<file path="src/rtl/if_id_stage_reg_pkg.sv">
`default_nettype none
// ============================================================================
// Module      : if_id_stage_reg_pkg
// Description : Shared control encodings, bubble word and skid-state codes
//               for the IF/ID stage register.
// Revision    : 1.0 - initial release
// ============================================================================
package if_id_stage_reg_pkg;

    localparam logic        c_rst_enable    = 1'b1;
    localparam logic        c_clear_enable  = 1'b1;
    localparam logic        c_clear_disable = 1'b0;
    localparam logic        c_stall_enable  = 1'b1;
    localparam logic        c_stall_disable = 1'b0;

    localparam logic [31:0] c_nop_inst      = 32'h0000_0000;

    // Skid buffer occupancy states
    localparam int          c_sk_w          = 1;
    localparam logic [c_sk_w-1:0] c_sk_empty = 1'b0;
    localparam logic [c_sk_w-1:0] c_sk_full  = 1'b1;

endpackage : if_id_stage_reg_pkg
`default_nettype wire

</file>
<file path="src/rtl/if_id_stage_reg_inst_skid_buf.sv">
`default_nettype none
// ============================================================================
// Module      : inst_skid_buf
// Description : One-entry {pc, inst} holding buffer with load, unload and
//               flush controls; reports occupancy on o_full.
// Revision    : 1.0 - initial release
// ============================================================================
module inst_skid_buf
    import if_id_stage_reg_pkg::*;
#(
    parameter int ADDR_W = 32,
    parameter int DATA_W = 32
) (
    input  logic              clk,
    input  logic              rst,
    input  logic              i_load,
    input  logic              i_unload,
    input  logic              i_flush,
    input  logic [ADDR_W-1:0] i_pc,
    input  logic [DATA_W-1:0] i_inst,
    output logic              o_full,
    output logic [ADDR_W-1:0] o_pc,
    output logic [DATA_W-1:0] o_inst
);

    logic [c_sk_w-1:0] r_state;
    logic [c_sk_w-1:0] w_state_next;
    logic [ADDR_W-1:0] r_pc;
    logic [DATA_W-1:0] r_inst;
    logic              w_capture;

    always_ff @(posedge clk) begin
        if (rst == c_rst_enable) begin
            r_state <= c_sk_empty;
        end else begin
            r_state <= w_state_next;
        end
    end

    always_comb begin
        w_state_next = r_state;
        w_capture    = 1'b0;
        case (r_state)
            c_sk_empty: begin
                if (!i_flush && i_load) begin
                    w_state_next = c_sk_full;
                    w_capture    = 1'b1;
                end
            end
            c_sk_full: begin
                if (i_flush || i_unload) begin
                    w_state_next = c_sk_empty;
                end
            end
            default: w_state_next = c_sk_empty;
        endcase
    end

    always_ff @(posedge clk) begin
        if (rst == c_rst_enable) begin
            r_pc   <= '0;
            r_inst <= '0;
        end else if (w_capture) begin
            r_pc   <= i_pc;
            r_inst <= i_inst;
        end
    end

    assign o_full = (r_state == c_sk_full);
    assign o_pc   = r_pc;
    assign o_inst = r_inst;

endmodule : inst_skid_buf
`default_nettype wire

</file>
<file path="src/rtl/if_id_stage_reg.sv">
`default_nettype none
// ============================================================================
// Module      : if_id_stage_reg
// Description : IF/ID pipeline register with flush bubble, stall hold,
//               one-entry skid buffer and saturating flush counter.
// Revision    : 1.0 - initial release
// ============================================================================
module if_id_stage_reg
    import if_id_stage_reg_pkg::*;
#(
    parameter int                ADDR_W   = 32,
    parameter int                DATA_W   = 32,
    parameter logic [DATA_W-1:0] NOP_INST = DATA_W'(c_nop_inst),
    parameter int                CNT_W    = 16
) (
    input  logic              clk,
    input  logic              rst,
    input  logic              clear,
    input  logic              stall,
    input  logic [ADDR_W-1:0] if_pc,
    input  logic [DATA_W-1:0] if_inst,
    input  logic              if_valid,
    output logic              if_ready,
    output logic [ADDR_W-1:0] id_pc,
    output logic [DATA_W-1:0] id_inst,
    output logic              id_valid,
    output logic [CNT_W-1:0]  flush_cnt
);

    logic              w_skid_full;
    logic [ADDR_W-1:0] w_skid_pc;
    logic [DATA_W-1:0] w_skid_inst;
    logic              w_accept;
    logic              w_load;
    logic              w_unload;
    logic              w_clear;
    logic              w_stall;

    logic [ADDR_W-1:0] r_id_pc;
    logic [DATA_W-1:0] r_id_inst;
    logic              r_id_valid;
    logic [CNT_W-1:0]  r_flush_cnt;

    assign w_clear  = (clear == c_clear_enable);
    assign w_stall  = (stall == c_stall_enable);
    assign if_ready = (rst != c_rst_enable) & ~w_skid_full;
    assign w_accept = if_valid & if_ready;

    // A stalled decode parks the accepted word; an unstalled one drains the skid first.
    assign w_load   = ~w_clear & w_stall & w_accept;
    assign w_unload = ~w_clear & ~w_stall;

    inst_skid_buf #(
        .ADDR_W (ADDR_W),
        .DATA_W (DATA_W)
    ) u_skid (
        .clk      (clk),
        .rst      (rst),
        .i_load   (w_load),
        .i_unload (w_unload),
        .i_flush  (w_clear),
        .i_pc     (if_pc),
        .i_inst   (if_inst),
        .o_full   (w_skid_full),
        .o_pc     (w_skid_pc),
        .o_inst   (w_skid_inst)
    );

    always_ff @(posedge clk) begin
        if (rst == c_rst_enable) begin
            r_id_pc    <= '0;
            r_id_inst  <= NOP_INST;
            r_id_valid <= 1'b0;
        end else if (w_clear) begin
            r_id_pc    <= '0;
            r_id_inst  <= NOP_INST;
            r_id_valid <= 1'b0;
        end else if (w_stall) begin
            r_id_pc    <= r_id_pc;
            r_id_inst  <= r_id_inst;
            r_id_valid <= r_id_valid;
        end else if (w_skid_full) begin
            r_id_pc    <= w_skid_pc;
            r_id_inst  <= w_skid_inst;
            r_id_valid <= 1'b1;
        end else if (w_accept) begin
            r_id_pc    <= if_pc;
            r_id_inst  <= if_inst;
            r_id_valid <= 1'b1;
        end else begin
            r_id_inst  <= NOP_INST;
            r_id_valid <= 1'b0;
        end
    end

    // Counts clear cycles and sticks at all-ones.
    always_ff @(posedge clk) begin
        if (rst == c_rst_enable) begin
            r_flush_cnt <= '0;
        end else if (w_clear && !(&r_flush_cnt)) begin
            r_flush_cnt <= r_flush_cnt + 1'b1;
        end
    end

    assign id_pc     = r_id_pc;
    assign id_inst   = r_id_inst;
    assign id_valid  = r_id_valid;
    assign flush_cnt = r_flush_cnt;

endmodule : if_id_stage_reg
`default_nettype wire

</file>
<file path="config.mk">
export PLATFORM = sky130hd
export DESIGN_NAME = if_id_stage_reg
export DESIGN_NICKNAME = d
export VERILOG_FILES = /design/src/rtl/if_id_stage_reg_pkg.sv /design/src/rtl/if_id_stage_reg_inst_skid_buf.sv /design/src/rtl/if_id_stage_reg.sv
export SDC_FILE = /design/constraint.sdc
export NUM_CORES = 1
export LEC_CHECK = 0
export BUFFER_PORTS_ARGS = -buffer_cell sky130_fd_sc_hd__buf_2
export CAP_MARGIN = 0
export CORE_AREA = 2 2 122 148
export CTS_CLUSTER_DIAMETER = 200
export DETAILED_ROUTE_END_ITERATION = 10
export DIE_AREA = 0 0 124 150
export GPL_ROUTABILITY_DRIVEN = 0
export HOLD_SLACK_MARGIN = 0.12
export RECOVER_POWER = 25
export SYNTH_ARGS = -nofsm -noshare
export SYNTH_HDL_FRONTEND = slang
export SYNTH_SLANG_ARGS = --single-unit
</file>
<file path="constraint.sdc">
create_clock -name clk -period 5.06 [get_ports clk]
set_input_delay 1.265 -clock clk [delete_from_list [all_inputs] [get_ports clk]]
set_output_delay 1.265 -clock clk [all_outputs]
set_load 0.02 [all_outputs]
</file>
# Word level (Yosys, flattened, before mapping)
# Cells that the tools add are included.
classes:
  n_addsub: 1
  muxes: 10
  bitwise: 9
  reduce_logical: 9
ops:
  columns: ["operator", "n"]
  rows:
  - ["$mux 32", 4]
  - ["$add 16x1->16 const B", 1]
  - ["$reduce_and 16->1", 1]
  - ["$and 1x1->1", 5]
  - ["$mux 1", 5]
  - ["$not 1->1", 4]
  - ["$logic_and 1x1->1", 2]
  - ["$logic_not 1->1", 2]
  - ["$pmux 1 s2", 1]
  - ["$reduce_and 2->1", 1]
  - ["$reduce_bool 2->1", 1]
  - ["$reduce_or 2->1", 1]
  - ["$logic_or 1x1->1", 1]
totals:
  regBits: 146
  in_bits: 69
  out_inout_bits: 82
  elab_cells: 36

# Logic depth before layout (Yosys ltp)
# Gate-level depths: netlist of the first run.
depth:
  ltp_word: 7
  ltp_mapped: 7
  ltp_nobuf: 5

# By module
# A second synthesis of the first run with hierarchy kept.
hier_totals:
  hier_cells: 679
  area_unflattened_um2: 6747.7
modules_own_cells:
  columns: ["mod", "instances", "cells_per_inst", "area_per_inst_um2", "seq_area_each_um2"]
  rows:
  - ["if_id_stage_reg", 1, 398, 3787.4, 1621.6]
  - ["inst_skid_buf", 1, 281, 2960.3, 1301.2]

# Worst setup path before layout of the first run
# No wires, ideal clock.
synth_timing:
  kind: "input -> output"
  startpoint: "input port rst"
  endpoint: "output port if_ready"
  arrival_ns: 1.965
  t_required_ns: 3.795
  setup_slack_ns: 1.830
  stages: 3
  path_buffers: 2
  cell_sequence: "clkbuf_1 > buf_1 > nor2_1"
synth_via:
  elab_chain_cells: 2
synth_rtl:
  columns: ["element", "line", "rtl"]
  rows:
  - ["start: declaration", "if_id_stage_reg.sv:17", "input logic rst,"]
  - ["$not 1->1", "if_id_stage_reg.sv:46", "assign if_ready = (rst != c_rst_enable) & ~w_skid_full;"]
  - ["$and 1x1->1", "if_id_stage_reg.sv:46", null]
  - ["end: declaration", "if_id_stage_reg.sv:23", "output logic if_ready,"]
# Every way passes these cells.

# Worst setup path in the final report of the first run
layout_timing:
  startpoint: "input port rst"
  endpoint: "register u_skid.r_inst[7], in the netlist u_skid.o_inst[7]"
layout_via:
  elab_chain_cells: 7
layout_rtl:
  columns: ["element", "line", "rtl"]
  rows:
  - ["$not 1->1", "if_id_stage_reg.sv:46", null]
  - ["$and 1x1->1", "if_id_stage_reg.sv:46", null]
  - ["$and 1x1->1", "if_id_stage_reg.sv:47", "assign w_accept = if_valid & if_ready;"]
  - ["$and 1x1->1", "if_id_stage_reg.sv:50", "assign w_load = ~w_clear & w_stall & w_accept;"]
  - ["$logic_and 1x1->1", "if_id_stage_reg_inst_skid_buf.sv:45", "if (!i_flush && i_load) begin"]
  - ["$mux 1", "if_id_stage_reg_inst_skid_buf.sv:45", null]
  - ["$mux 1", "if_id_stage_reg_inst_skid_buf.sv:43", "case (r_state)"]
  - ["end signal: assignment", "if_id_stage_reg_inst_skid_buf.sv:65", "r_inst <= i_inst;"]
  - ["end: declaration", "if_id_stage_reg_inst_skid_buf.sv:29", "logic [DATA_W-1:0] r_inst;"]
# Parallel ways exist; a longest one is shown, timed or not.
# A chain may end at the register's enable or synchronous reset.

==> impl_metrics.toml, run 1 <==
[status]
status = "finished with violations"
violations = "capacitance limit, slew limit"

[timing]
rsz0062_at_grt = "false"
hold_violations = 0
setup_ws_ps = 1810
setup_tns_ps = 0
clock.fmax_ghz = 0.308
finalSetupViolations = 0
tightest_slew_ps = 1860
fin_crit_sh_pct = 64.2
relSlewSlack_pct = -24.2
finalCriticalPeriod_ps = 3250
finalClockSkew_ps = 4.45
slew_viol_final = 83

[synth]
synth_edf_count = 0
synthCells = 677
synth-seq-cells = 146
synthFlopType = "dfxtp_1"
syn-num-nets = 747
synth-async-reset-ratio_pct = 0
synthDistinctLibCells = 37
syn_avg_cell_area_sq_um = 8.69
ys_warn_count = 0
ys_seq_area_share_pct = 49.7
syn_area_sq_um = 5880

[run]
drv_cap = 1

[place]
hpwl_um = 9720
placed_cells = 1002
io_buffers = 150
placed_cell_area_sq_um = 6740
pre_cts_ws_ps = 1440

[power_and_ir_drop]
total_power_w = 0.00274
ir_worst_vdd_mv = 0.225
p_leak_nw = 2.68
powerDensity_nw_per_um2 = 375

[global_route]
grt_pass1_wl_um = 24300
grt_pass1_vias = 4745
gr-total-overflow = 0
antenna_found_initial = 1
grt_max_degree = 83
grt_usage_pct = 16.9

[clock_tree]
clk_latency_ps = 420
cts_tree = "built"
path_clk_slew_ps = 60
hold_buffers = 0
clockBufferDepth = 2
cts_buffers = 17
root_buffer = "clkbuf_16"
cts.repair.resized = 0
cts_max_level = 4
clock-sinks = 146
post_cts_buffers = 0

[die]
dieArea_sq_um = 18600
num_io_pins = 151
dieHeight_um = 150
die_w_um = 124
rows = 53
core_sq_um = 17200
initial_utilization_pct = 34.1

[routing]
drc_errors = 0
post_drt_via_cell_ratio = 5.01
wl_per_cell_um = 15.1
drt_wl_total_um = 15600
drtIter0Drc = 246
vias = 5184
ant_nets = 0
dr.pass1.iters = 4

[finish]
drive_above_1_share_pct = 19.8
diodes = 0
final_common_cell = "dfxtp_1"
nets = 871
layoutNonFillerInstCount = 1034
synthToLayoutAreaGrowth_pct = 24.1
most-common-layout-cells = "145 x dfxtp_1, 134 x nand2_1, 110 x buf_2, 74 x a21oi_1, 46 x nor2_1"
final_cell_area_sq_um = 7300

[setup_path]
cp.required_ps = 5270
cp-start-kind = "primary input"
endpoint_kind = "flip-flop"
cp_max_fo = 33
path_class = "primary input to flip-flop"
arrival_ps = 3460

[worst_hold_path]
min_path_type = "flip-flop to flip-flop"
area by class of cell:
cell class | instances | area [sq um]
well taps | 220 | 275
repair buffers | 159 | 766
clock buffers | 19 | 443
inverters | 3 | 11.3
multi-input cells | 474 | 2690
clock inverters | 13 | 184
fillers | 1781 | 9940
flip-flops and latches | 146 | 2930
worst max-delay path: stages:
cell and delay [ps]:
clkbuf_1 160, nor3b_4 600, nand3_2 710, buf_4 520
nand2_1 110, a21oi_1 80
cell usage after synthesis, drive strengths merged (3+ instances only):
master / n / area share [%]
buf: 20 / 2.0
mux2: 3 / 0.57
a21oi: 74 / 6.3
or3: 6 / 0.64
nor2b: 34 / 3.6
and3: 4 / 0.43
nor4: 3 / 0.83
mux2i: 32 / 5.4
nand4: 6 / 0.85
inv: 3 / 0.19
nor3: 39 / 3.3
clkbuf: 34 / 2.2
dfxtp: 146 / 50
a221oi: 32 / 4.8
nor2: 46 / 2.9
a211oi: 32 / 4.1
nand2: 134 / 8.6
o21ai: 8 / 0.68
nand3: 6 / 0.51
layer usage:
metal	part of all wire, %	wire (um)	track usage [%]
met3	6.1	958	4.80
met5	0.083	13	0
met4	1.5	240	5.79
met1	45	7040	21.3
met2	47	7330	27.4
where the power goes:
group | switching [W] | total (W) | internal [W]
clock | 0.000505 | 0.00134 | 0.000838
sequential | 0.0000154 | 0.00119 | 0.00118
combinational | 0.000129 | 0.000201 | 0.0000725
cell families after synthesis:
| logic type | synth area share [%] |
|---|---|
| AOI/OAI and AO/OA | 16.4 |
| buffers and inverters | 4.38 |
| DFF | 49.7 |
| and+or+nand+nor | 23.3 |
| muxes | 6.02 |
| adders and majority gates | 0.213 |
registers in the layout (all words and copies together), names as in the netlist:
signal         cells
u_skid.o_inst     32
id_valid           1
u_skid.o_full      1
flush_cnt         16
id_pc             32
u_skid.o_pc       32
id_inst           32
per-stage QoR:
stage                     utilization [%]  hold slack [ps]
after CTS                            42.7              455
after global routing                 42.3              468
after floorplan                         -              436
after detailed placement             39.1              447
final                                42.3              453
after global placement               39.1              441
worst paths after layout:
check	endpoint	slack (ps)	cells after the start	startpoint
worst max-delay path	u_skid.o_inst[7]	1810	6	rst
worst min-delay path	u_skid.o_pc[10]	450	2	u_skid.o_pc[10]
worst max register to register	id_pc[21]	2290	5	u_skid.o_full
worst min register to register	u_skid.o_pc[10]	450	2	u_skid.o_pc[10]
No activity file was read; power rests on OpenSTA's default activity.
==> run 2, diff against run 1 <==
==> constraint.sdc (replaced) <==
create_clock -name clk -period 3.2 [get_ports clk]
set_input_delay 0.8 -clock clk [delete_from_list [all_inputs] [get_ports clk]]
set_output_delay 0.8 -clock clk [all_outputs]
set_load 0.02 [all_outputs]
==> impl_metrics.toml, run 2 (same netlist as run 1, synthesis figures left out) <==
[setup_path]
arrival_ps = 2640
path_class = "primary input to flip-flop"
cp.required_ps = 3470
critPathLaunch = "rst"
worstReg2RegStart = "u_skid.o_full"
cp_max_fo = 45
cp-start-kind = "primary input"
endpoint_kind = "flip-flop"

[place]
pre_cts_ws_ps = 565
placed_cells = 1002
io_buffers = 150
hpwl_um = 9440

[routing]
post_drt_via_cell_ratio = 4.95
wl_per_cell_um = 14.5
drc_errors = 0
drt_wl_total_um = 15000
ant_nets = 0
vias = 5111
drtIter0Drc = 257
dr.pass1.iters = 6

[run]
drv_cap = 1

[power_and_ir_drop]
ir_worst_vdd_mv = 0.296
p_leak_nw = 2.63
powerDensity_nw_per_um2 = 569

[worst_hold_path]
min_path_type = "flip-flop to flip-flop"
worstHoldStart = "u_skid.o_pc[7]"

[clock_tree]
post_cts_buffers = 0
clock-sinks = 146
cts.repair.resized = 0
clockBufferDepth = 2
clk_latency_ps = 410
cts_max_level = 4
root_buffer = "clkbuf_16"
hold_buffers = 0
path_clk_slew_ps = 60
cts_buffers = 17
cts_tree = "built"

[status]
violations = "capacitance limit, slew limit"
status = "finished with violations"

[timing]
finalClockSkew_ps = 6.54
tightest_slew_ps = 1540
setup_tns_ps = 0
rsz0062_at_grt = "false"
hold_violations = 0
finalSetupViolations = 0
setup_ws_ps = 830
finalCriticalPeriod_ps = 2370
relSlewSlack_pct = -2.57
slew_viol_final = 22
hold-worst-slack_ps = 452
clock.fmax_ghz = 0.422
fin_crit_sh_pct = 74.1

[global_route]
antenna_found_initial = 1
grt_usage_pct = 16.3
grt_pass1_vias = 4641
grt_max_degree = 68
grt_pass1_wl_um = 23700
gr-total-overflow = 0

[die]
initial_utilization_pct = 34.1
dieArea_sq_um = 18600
dieHeight_um = 150
core_sq_um = 17200
num_io_pins = 151
rows = 53
die_w_um = 124

[finish]
final_common_cell = "dfxtp_1"
fin_util_pct = 42.3
diodes = 0
layoutNonFillerInstCount = 1033
nets = 871
most-common-layout-cells = "145 x dfxtp_1, 134 x nand2_1, 94 x buf_2, 74 x a21oi_1, 56 x clkbuf_1"
drive_above_1_share_pct = 17.8
synthToLayoutAreaGrowth_pct = 24.1
==> run 2: worst paths after layout <==
check,endpoint,slack [ps],depth (start not counted)
worst max-delay path,id_pc[17],830,4
worst min-delay path,u_skid.o_pc[7],450,2
worst max register to register,id_pc[31],1070,5
worst min register to register,u_skid.o_pc[7],450,2
==> run 2: cell type report <==
cell class	count	area [sq um]
clock buffers	19	443
well taps	220	275
fillers	1810	9940
flip-flops and latches	146	2930
multi-input cells	474	2710
repair buffers	159	802
clock inverters	12	133
inverters	3	11.3
==> run 2: critical path: stages <==
cell	delay, ps
buf_4	230
or2_0	1180
buf_12	340
a211oi_1	70
==> run 2: where the power goes <==
part	switching, W	total (W)	internal (W)
combinational	0.000198	0.000316	0.000118
sequential	0.0000267	0.00189	0.00186
clock	0.000783	0.00195	0.00117
==> run 2: through the flow <==
| stage | cell area, sq um | power (W) |
|---|---|---|
| finish | 7300 | 0.00415 |
| global route | 7300 | 0.00433 |
| CTS | 7370 | 0.00422 |
| detailed placement | 6790 | 0.00225 |
| global placement | 6790 | 0.00225 |
| floorplan | 5880 | 0.00212 |
==> run 2: routing by layer <==
layer  part of all wire, %  global-route usage (%)  up-vias
met3                   5.4                    4.19       13
met1                    47                    21.8     2337
met5                 0.087                       0        -
met4                   1.2                    5.39        2
met2                    46                    25.5      122
li1                      -                       -     2637
==> run 3, diff against run 2 <==
==> constraint.sdc (replaced) <==
create_clock -name clk -period 2.2 [get_ports clk]
set_input_delay 0.55 -clock clk [delete_from_list [all_inputs] [get_ports clk]]
set_output_delay 0.55 -clock clk [all_outputs]
set_load 0.02 [all_outputs]
==> impl_metrics.toml, run 3 (same netlist as run 1, synthesis figures left out) <==
[status]
status = "finished, final reports clean"

[place]
pre_cts_ws_ps = 317
io_buffers = 150
placed_cell_area_sq_um = 6860
hpwl_um = 9450

[die]
rows = 53
num_io_pins = 151
initial_utilization_pct = 34.1
dieArea_sq_um = 18600
dieHeight_um = 150
core_sq_um = 17200
die_w_um = 124

[power_and_ir_drop]
switching_power_w = 0.00143
total_power_w = 0.00594
internal_power_w = 0.00452
p_sw_share_pct = 24.0
clockPowerShare_pct = 45.9
p_leak_nw = 2.77
ir_worst_vdd_mv = 0.462
power_frac_seq_pct = 46.1
p_comb_share_pct = 8.0
powerDensity_nw_per_um2 = 807

[timing]
finalCriticalPeriod_ps = 1940
relSlewSlack_pct = 54.0
finalClockSkew_ps = 5.52
hold_violations = 0
rsz0062_at_grt = "false"
setup_tns_ps = 0
fin_crit_sh_pct = 88.2
slew_viol_final = 0
clock.fmax_ghz = 0.515
hold-worst-slack_ps = 387
tightest_slew_ps = 690
setup_ws_ps = 259
finalSetupViolations = 0

[clock_tree]
cts_buffers = 17
cts.repair.resized = 0
post_cts_buffers = 0
cts_tree = "built"
clockBufferDepth = 2
clock-sinks = 146
cts_max_level = 4
hold_buffers = 0
root_buffer = "clkbuf_16"
path_clk_slew_ps = 60
clk_latency_ps = 410

[routing]
post_drt_via_cell_ratio = 4.92
ant_nets = 0
drt_wl_total_um = 15200
dr.pass1.iters = 4
drtIter0Drc = 207
drc_errors = 0
vias = 5122
wl_per_cell_um = 14.6

[finish]
final_cell_area_sq_um = 7360
final_common_cell = "dfxtp_1"
n_fill_cell = 1787
drive_above_1_share_pct = 21.9
multiInputGateArea_sq_um = 2710
regArea_sq_um = 2930
synthToLayoutAreaGrowth_pct = 25.1
nets = 880
diodes = 0
most-common-layout-cells = "145 x dfxtp_1, 134 x nand2_1, 120 x buf_2, 74 x a21oi_1, 46 x nor2_1"

[setup_path]
slowest_stage = "clkbuf_4"
critPathLaunch = "u_skid.o_full"
cp_max_fo = 65
path_class = "flip-flop to flip-flop"
endpoint_kind = "flip-flop"
cp.required_ps = 2510
rr_worst_depth = 5
critPathCapture = "id_pc[13]"
path_cells = "nor3b_4 > o21ba_2 > clkbuf_4 > nor2_1 > a211oi_1"
worstReg2RegStart = "u_skid.o_full"
r2r_end = "id_pc[13]"
ff2ff_setup_slack_ps = 260
slowest_delay_ps = 560
cp-start-kind = "flip-flop"
arrival_ps = 2250

[global_route]
grt_usage_pct = 16.3
antenna_found_initial = 1
gr-total-overflow = 0
grt_max_degree = 67
grt_pass1_wl_um = 23600
grt_pass1_vias = 4669

[worst_hold_path]
min_path_type = "primary input to flip-flop"

[run]
drv_cap = 0
[run 3: how the worst min path moves through the flow]
stage	start	end	slack, ps	cells after the start
finish	if_inst[21]	u_skid.o_inst[21]	390	3
global route	if_inst[7]	u_skid.o_inst[7]	370	3
CTS	if_inst[31]	u_skid.o_inst[31]	370	3
detailed placement	u_skid.o_pc[17]	u_skid.o_pc[17]	450	2
global placement	u_skid.o_pc[11]	u_skid.o_pc[11]	440	2
floorplan	u_skid.o_pc[0]	u_skid.o_pc[0]	440	2
[run 3: layer usage]
metal / part of all wire (%) / vias up / GRT usage (%) / wire (um)
li1: - / 2644 / - / -
met1: 44 / 2342 / 20.2 / 6710
met2: 49 / 123 / 27.4 / 7500
met3: 5.5 / 11 / 4.42 / 829
met4: 0.85 / 2 / 4.72 / 129
met5: 0.073 / - / 0 / 11
[run 3: power by group through the flow]
stage               Clock (W)  Sequential (W)  Combinational [W]
floorplan                   0         0.00284           0.000246
global placement            0         0.00280           0.000483
detailed placement          0         0.00280           0.000486
CTS                   0.00281         0.00274           0.000488
global route          0.00292         0.00275           0.000524
finish                0.00273         0.00274           0.000473
[run 3: final cells by class]
cell class	count	area share, %
sequential	146	39.8
multi-input combinational	474	36.8
timing repair buffer	168	12.0
clock buffer	21	6.39
tap	220	3.74
clock inverter	10	1.14
inverter	3	0.153
[run 3: critical path: cells and delay by family, from the launching register on]
family          cells  cell delay (ps)
buf+inv             1              560
compound gates      2              430
flops               1              410
simple gates        2              410
[run 3: through the flow]
step / utilization, % / std cells
after floorplan: - / 677
after global placement: 39.8 / 1011
after detailed placement: 39.8 / 1011
after CTS: 43.0 / 1042
after global routing: 42.7 / 1042
final: 42.7 / 1042
